<file path="config.mk">
export PLATFORM = sky130hd
export DESIGN_NAME = if_id_stage
export DESIGN_NICKNAME = d
export VERILOG_FILES = /design/src/rtl/if_id_stage.sv
export SDC_FILE = /design/constraint.sdc
export NUM_CORES = 1
export LEC_CHECK = 0
export BUFFER_PORTS_ARGS = -buffer_cell sky130_fd_sc_hd__buf_2
export CAP_MARGIN = 10
export CORE_UTILIZATION = 41
export CTS_CLUSTER_DIAMETER = 80
export DETAILED_ROUTE_END_ITERATION = 12
export GPL_TIMING_DRIVEN = 0
export PLACE_DENSITY_LB_ADDON = 0.3
export SYNTH_ARGS = -nofsm -noshare
export SYNTH_HDL_FRONTEND = slang
export SYNTH_SLANG_ARGS = --single-unit
</file>
<file path="constraint.sdc">
create_clock -name Clk -period 2.6 [get_ports Clk]
set_clock_uncertainty 0.15 [all_clocks]
set_input_delay 0.13 -clock Clk [delete_from_list [all_inputs] [get_ports Clk]]
set_output_delay 0.13 -clock Clk [all_outputs]
set_load 0.005 [all_outputs]
</file>
<file path="src/rtl/if_id_stage.sv">
// IF/ID pipeline register with the hazard-control FSM that drives PCWrite and Bubble_EX.
// Optional stall-cycle counter output enabled by defining IF_ID_STALL_COUNT_EN.
module if_id_stage #(
  parameter int unsigned           DATA_WIDTH = 32,
  parameter logic [DATA_WIDTH-1:0] NOP_WORD   = 32'h00000000
) (
  input  logic                  Clk,
  input  logic                  Reset,
  input  logic [DATA_WIDTH-1:0] Instruction_IF,
  input  logic [DATA_WIDTH-1:0] PCPlus4_IF,
  input  logic                  Flush,
  input  logic                  ExtStall,
  input  logic                  MemRead_EX,
  input  logic [4:0]            Rt_EX,
  output logic [DATA_WIDTH-1:0] Instruction_ID,
  output logic [DATA_WIDTH-1:0] PCPlus4_ID,
  output logic                  Valid_ID,
  output logic                  PCWrite,
  output logic                  Bubble_EX
`ifdef IF_ID_STALL_COUNT_EN
  ,
  output logic [31:0]           StallCycles
`endif
);

  typedef enum logic [1:0] {
    RUN      = 2'd0,
    LU_STALL = 2'd1,
    EXT_HOLD = 2'd2
  } state_t;

  state_t                state_q, state_d;
  logic [DATA_WIDTH-1:0] instr_q, instr_d;
  logic [DATA_WIDTH-1:0] pc4_q, pc4_d;
  logic                  valid_q, valid_d;
  logic                  pend_q, pend_d;
  logic                  pc_write;
  logic                  bubble;
  logic                  lu_hazard;

  assign lu_hazard = MemRead_EX && (Rt_EX != 5'd0) && valid_q &&
                     ((Rt_EX == instr_q[25:21]) || (Rt_EX == instr_q[20:16]));

  always_comb begin
    state_d  = state_q;
    instr_d  = instr_q;
    pc4_d    = pc4_q;
    valid_d  = valid_q;
    pend_d   = pend_q;
    pc_write = 1'b1;
    bubble   = 1'b0;

    unique case (state_q)
      RUN: begin
        if (ExtStall) begin
          state_d  = EXT_HOLD;
          pc_write = 1'b0;
          if (Flush) pend_d = 1'b1;
        end else if (Flush) begin
          instr_d = NOP_WORD;
          valid_d = 1'b0;
        end else if (lu_hazard) begin
          state_d  = LU_STALL;
          pc_write = 1'b0;
          bubble   = 1'b1;
        end else begin
          instr_d = Instruction_IF;
          pc4_d   = PCPlus4_IF;
          valid_d = 1'b1;
        end
      end

      LU_STALL: begin
        if (ExtStall) begin
          state_d  = EXT_HOLD;
          pc_write = 1'b0;
          if (Flush) pend_d = 1'b1;
        end else if (Flush) begin
          state_d = RUN;
          instr_d = NOP_WORD;
          valid_d = 1'b0;
        end else begin
          state_d = RUN;
          instr_d = Instruction_IF;
          pc4_d   = PCPlus4_IF;
          valid_d = 1'b1;
        end
      end

      EXT_HOLD: begin
        if (ExtStall) begin
          pc_write = 1'b0;
          // Any number of flushes during the hold collapse into one squash on release.
          if (Flush) pend_d = 1'b1;
        end else begin
          state_d = RUN;
          pend_d  = 1'b0;
          if (pend_q || Flush) begin
            instr_d = NOP_WORD;
            valid_d = 1'b0;
          end else begin
            instr_d = Instruction_IF;
            pc4_d   = PCPlus4_IF;
            valid_d = 1'b1;
          end
        end
      end

      default: state_d = RUN;
    endcase

    if (Reset) begin
      pc_write = 1'b1;
      bubble   = 1'b0;
    end
  end

  always_ff @(posedge Clk) begin
    if (Reset) begin
      state_q <= RUN;
      instr_q <= NOP_WORD;
      pc4_q   <= '0;
      valid_q <= 1'b0;
      pend_q  <= 1'b0;
    end else begin
      state_q <= state_d;
      instr_q <= instr_d;
      pc4_q   <= pc4_d;
      valid_q <= valid_d;
      pend_q  <= pend_d;
    end
  end

  assign Instruction_ID = instr_q;
  assign PCPlus4_ID     = pc4_q;
  assign Valid_ID       = valid_q;
  assign PCWrite        = pc_write;
  assign Bubble_EX      = bubble;

`ifdef IF_ID_STALL_COUNT_EN
  logic [31:0] stall_cnt_q;

  always_ff @(posedge Clk) begin
    if (Reset) begin
      stall_cnt_q <= '0;
    end else if (!pc_write) begin
      stall_cnt_q <= stall_cnt_q + 32'd1;
    end
  end

  assign StallCycles = stall_cnt_q;
`endif

endmodule

</file>
-- Word level (Yosys, flattened, before mapping)
Cells that the tools add are included.
- bits in registers: 68
- bits of input ports: 74
- logic and storage cells: 80
- eq/ne operators: 15
- mux-type cells: 45
- reductions and logical operators: 15
- operator list (cell ; count):
    $mux 32 ; 14
    $pmux 32 s3 ; 2
    $mux 1 ; 20
    $ne 2x2->1 const B ; 7
    $eq 5x5->1 ; 2
    $mux 2 ; 5
    $ne 3x3->1 const B ; 3
    $reduce_and 8->1 ; 1
    $pmux 2 s3 ; 1
    $reduce_and 5->1 ; 1
    $reduce_bool 5->1 ; 1
    $pmux 1 s2 ; 2
    $reduce_or 2->1 ; 2
    $logic_and 1x1->1 ; 3
    $pmux 1 s3 ; 1
    $reduce_and 3->1 ; 1
    $reduce_bool 3->1 ; 1
    $eq 2x1->1 const B ; 1
    $eq 2x2->1 const B ; 1
    $logic_not 2->1 ; 1
    $logic_or 1x1->1 ; 2
    $ne 2x1->1 const B ; 1
    $reduce_and 2->1 ; 1
    $reduce_bool 2->1 ; 1

-- Logic depth before layout (Yosys ltp)
- word-level depth: 9
- gate-level depth with buffers: 8

-- Least setup slack after synthesis
OpenSTA, ideal clock, no wires.
- path type: reg2reg
- from: reg state_q[0]
- to: reg instr_q[0], in the netlist Instruction_ID[0]
- library setup time: 139 ps
- arrival: 1951 ps
- path slack: 360 ps
- stages on the path, launching flop included: 9
- buffers on the path: 1
- cells stage by stage: dfxtp_1 -> inv_1 -> ha_1 -> or3_1 -> and2_1 -> o21a_1 -> a31oi_2 -> buf_4 -> o32ai_2
- cells in the longest elaborated chain, start to end: 3
- elaborated cells between the ends (all ways): 10
- ends and longest elaborated chain (what ; line ; text):
    start: declaration ; 32 ; state_t state_q, state_d;
    start signal: assignment ; 126 ; state_q <= state_d;
    $eq 2x1->1, or another cell as far along ; 53 ; unique case (state_q)
    $ne 2x2->1 (no line), or another cell as far along ; -- ;
    $reduce_and 5->1 (no line) ; -- ;
    end signal: assignment ; 127 ; instr_q <= instr_d;
    end: declaration ; 33 ; logic [DATA_WIDTH-1:0] instr_q, instr_d;
Parallel ways exist; a longest one is shown, timed or not.
A chain may end at the register's enable or synchronous reset.

-- Worst setup path after layout
- from: reg state_q[0]
- to: reg instr_q[28], in the netlist Instruction_ID[28]
The elaborated chain is that of the path after synthesis.

==> run summary <==
Worst path slowest cell = or3_1
I/O pins = 141
Status = finished, final reports clean
Cell family with most CP delay = simple AND/OR/NAND/NOR gates
Share of cells above drive strength 1 = 35.7%
Vias in the first global route = 3128
GRT Total Usage = 21.4%
Nature of the critical path endpoint = flip-flop
Synth warnings = 0
Final WL = 8.53 mm
Latest clock arrival within the worst-skew pair = 0.33 ns
Setup TNS = 0 ns
Synth Cell Area = 3210 µm²
Worst path bufs/invs = 2
CTS tree = yes
Die area = 8180 µm²
Combinational share of power = 20.5%
Clk network pwr share = 33.7%
Post-layout nets = 635
Sequential power share = 45.9%
Die X = 90.4 µm
Power Density = 512 nW/µm²
Peak VDD IR = 0.000285 V
Worst setup path class = flip-flop to flip-flop
Internal = 1.86 mW
Layout area overhead = 53.3%
# fillers = 602
RSZ-0062 raised after global routing = yes
Top_reg_cell synth = dfxtp_1
Critical Path, Cell by Cell = inv_1 -> ha_1 -> or3_1 -> nand2_1 -> nand4_1 -> clkbuf_1 -> o32ai_2
Sw Pwr = 0.659 mW
Final hold violations = 0
Minimum clock period after layout = 2.47 ns
Max cap viols = 0
Routed len/inst = 12.9 µm
First-pass GRT wire length = 14.2 mm
Synth cell types = 30
#FFs+latches synth = 68
Vias = 3073
Mapped Nets = 415
FFs w/ async S/R, synth = 0%
Tightest Pin Transition = 0.709 ns
Maximum buffer depth of the clock tree = 2
CP max FO = 10
HPWL Detailed = 5.35 mm
Root buffer cell = clkbuf_8
N_diodes = 0
Hold crit path type = input port to flip-flop
Worst EP required = 2.69 ns
Slew HR = 52.7%
Gpl congestion = 0.869
Peak Freq = 405 MHz
Core area = 7410 µm²
DRC = 0
First DRT Iteration DRCs = 70
Largest net degree at the start of global routing = 12
CTS Sinks = 68
H-tree depth = 3
Antenna Nets Post-Route = 0
Initial Util = 43.3%
Tcrit/Tclk final = 94.9%
Sequential-to-total area share from yosys stat = 42.5%
Final setup fails = 0
Vias per inst = 4.66
WP data arrival = 2.55 ns
CTS buffer count = 9
Syn avg cell area = 9.52 µm²
Post-synth EDFFs = 0
Slew Limit Fails = 0
Gr ovfl total = 0
CP startpoint kind = flip-flop
Max incr delay on CP = 0.46 ns
Std cell rows = 31
Switching Share = 26.2%
First-pass DRT Iterations = 4
LEAKAGE = 2.34 nW
Antenna violations before repair = 0
Port buffer count = 140
Tot Pwr = 2.52 mW
CTS clk-pin slew, worst paths = 0.07 ns
Die Y = 90.4 µm
Cell count after synthesis = 337
==> synthesized netlist by cell type (2+ instances only) <==
cell type,instances,share of area (%)
xnor2_1,10,2.7
a21oi_1,3,0.47
nor2_1,5,0.59
or3_1,2,0.39
o22ai_1,2,0.39
mux2i_1,32,10
clkbuf_1,9,1.1
ha_1,4,1.6
nand3_1,2,0.31
inv_1,70,8.2
o32ai_2,29,15
buf_6,7,2.5
nand4_1,2,0.39
nand2_1,69,8.1
o32ai_1,3,0.82
nand3b_1,2,0.47
and2_1,2,0.39
nor3_1,2,0.31
buf_4,3,0.70
o21ai_0,2,0.31
dfxtp_1,68,42
==> registers in the layout (all words and copies together), names as in the netlist <==
register	cells
Valid_ID	1
state_q	2
PCPlus4_ID	32
pend_q	1
Instruction_ID	32
==> layer usage <==
metal	global-route usage, %	part of all wire, %
met5	0	0
met4	9.27	2.7
met3	4.88	5.8
met2	38.1	49
met1	24.4	43
==> through the flow <==
stage / setup slack [ns] / cells / hold WS (ns) / instance area [µm²] / utilization [%]
after floorplan: 0.360 / 337 / 0.0491 / 3210 / -
after CTS: 0.0612 / 658 / 0.0708 / 4890 / 66.1
after global routing: -0.00476 / 660 / 0.117 / 4920 / 66.4
final: 0.133 / 660 / 0.103 / 4920 / 66.4
after global placement: 0.129 / 576 / 0.228 / 4030 / 54.4
after detailed placement: 0.0783 / 576 / 0.235 / 4030 / 54.4
==> power groups by stage <==
stage               Clock (mW)  Combinational, mW  Sequential, mW
floorplan                    0              0.247            1.18
global placement             0              0.419            1.17
global route             0.928              0.563            1.16
detailed placement           0              0.427            1.18
CTS                      0.874              0.504            1.15
finish                   0.849              0.515            1.16
==> final cells by class <==
class | count | area (µm²) | area share, %
plain buffers | 20 | 139 | 2.82
clock buffers | 11 | 141 | 2.88
clock inverters | 4 | 50.0 | 1.02
inverters | 70 | 263 | 5.34
multi-input cells | 179 | 1450 | 29.5
flip-flops and latches | 68 | 1360 | 27.7
well taps | 99 | 124 | 2.52
repair buffers | 209 | 1390 | 28.2
==> worst min-delay path, cell delays in order <==
cell	delay [ns]
buf_2	0.15
nor2_1	0.08
nand4_1	0.11
a21oi_1	0.07
==> cells by family (layout without fill, tap and decap cells) <==
family | Yosys count | after routing | share of synthesized area (%)
and+or+nand+nor | 88 | 88 | 11.5
DFF | 68 | 68 | 42.5
adders and majority gates | 4 | 4 | 1.56
xor gates and xnor gates | 10 | 10 | 2.73
muxes | 32 | 32 | 9.99
buffers and inverters | 90 | 314 | 12.5
AOI/OAI and AO/OA | 45 | 45 | 19.3
==> placed cells by master (no fill, tap or decap) <==
| cell type | synthesis | final |
|---|---|---|
| buf_2 | 0 | 140 |
| inv_1 | 70 | 70 |
| nand2_1 | 69 | 69 |
| dfxtp_1 | 68 | 68 |
| dlygate4sd3_1 | 0 | 67 |
| mux2i_1 | 32 | 32 |
| o32ai_2 | 29 | 29 |
| xnor2_1 | 10 | 10 |
| clkbuf_1 | 9 | 10 |
| clkbuf_8 | 0 | 10 |
| buf_6 | 7 | 7 |
| nor2_1 | 5 | 5 |
| buf_4 | 3 | 5 |
| ha_1 | 4 | 4 |
| a21oi_1 | 3 | 3 |
| o32ai_1 | 3 | 3 |
| nand3_1 | 2 | 2 |
| o22ai_1 | 2 | 2 |
| or3_1 | 2 | 2 |
| nand4_1 | 2 | 2 |
| nand3b_1 | 2 | 2 |
| nor3_1 | 2 | 2 |
| and2_1 | 2 | 2 |
| a31oi_4 | 1 | 2 |
| o21ai_0 | 2 | 2 |
| clkinvlp_4 | 0 | 2 |
| o311a_4 | 1 | 1 |
| a311oi_1 | 1 | 1 |
| nand2b_1 | 1 | 1 |
| and3_4 | 1 | 1 |
| buf_1 | 1 | 1 |
| o21a_1 | 1 | 1 |
| o221a_2 | 1 | 1 |
| clkinv_2 | 0 | 1 |
| bufinv_16 | 0 | 1 |
==> path summary, 6_finish.rpt <==
kind                                          from            endpoint  slack, ns  cells past startpoint
worst min register to register  Instruction_ID[15]  Instruction_ID[15]       0.30                      2
worst min-delay path                      ExtStall          state_q[0]       0.10                      4
worst max-delay path                    state_q[0]  Instruction_ID[28]       0.13                      7
worst max register to register          state_q[0]  Instruction_ID[28]       0.13                      7
==> repair_timing <==
| item | in CTS | in global routing |
|---|---|---|
| setup buffers | 0 | 2 |
| resized for setup | 0 | 1 |
| hold endpoints to repair | 66 | 0 |
| hold buffers | 67 | 0 |
| endpoints found under the setup margin | 0 | 31 |
(Power assumes the default switching activity.)
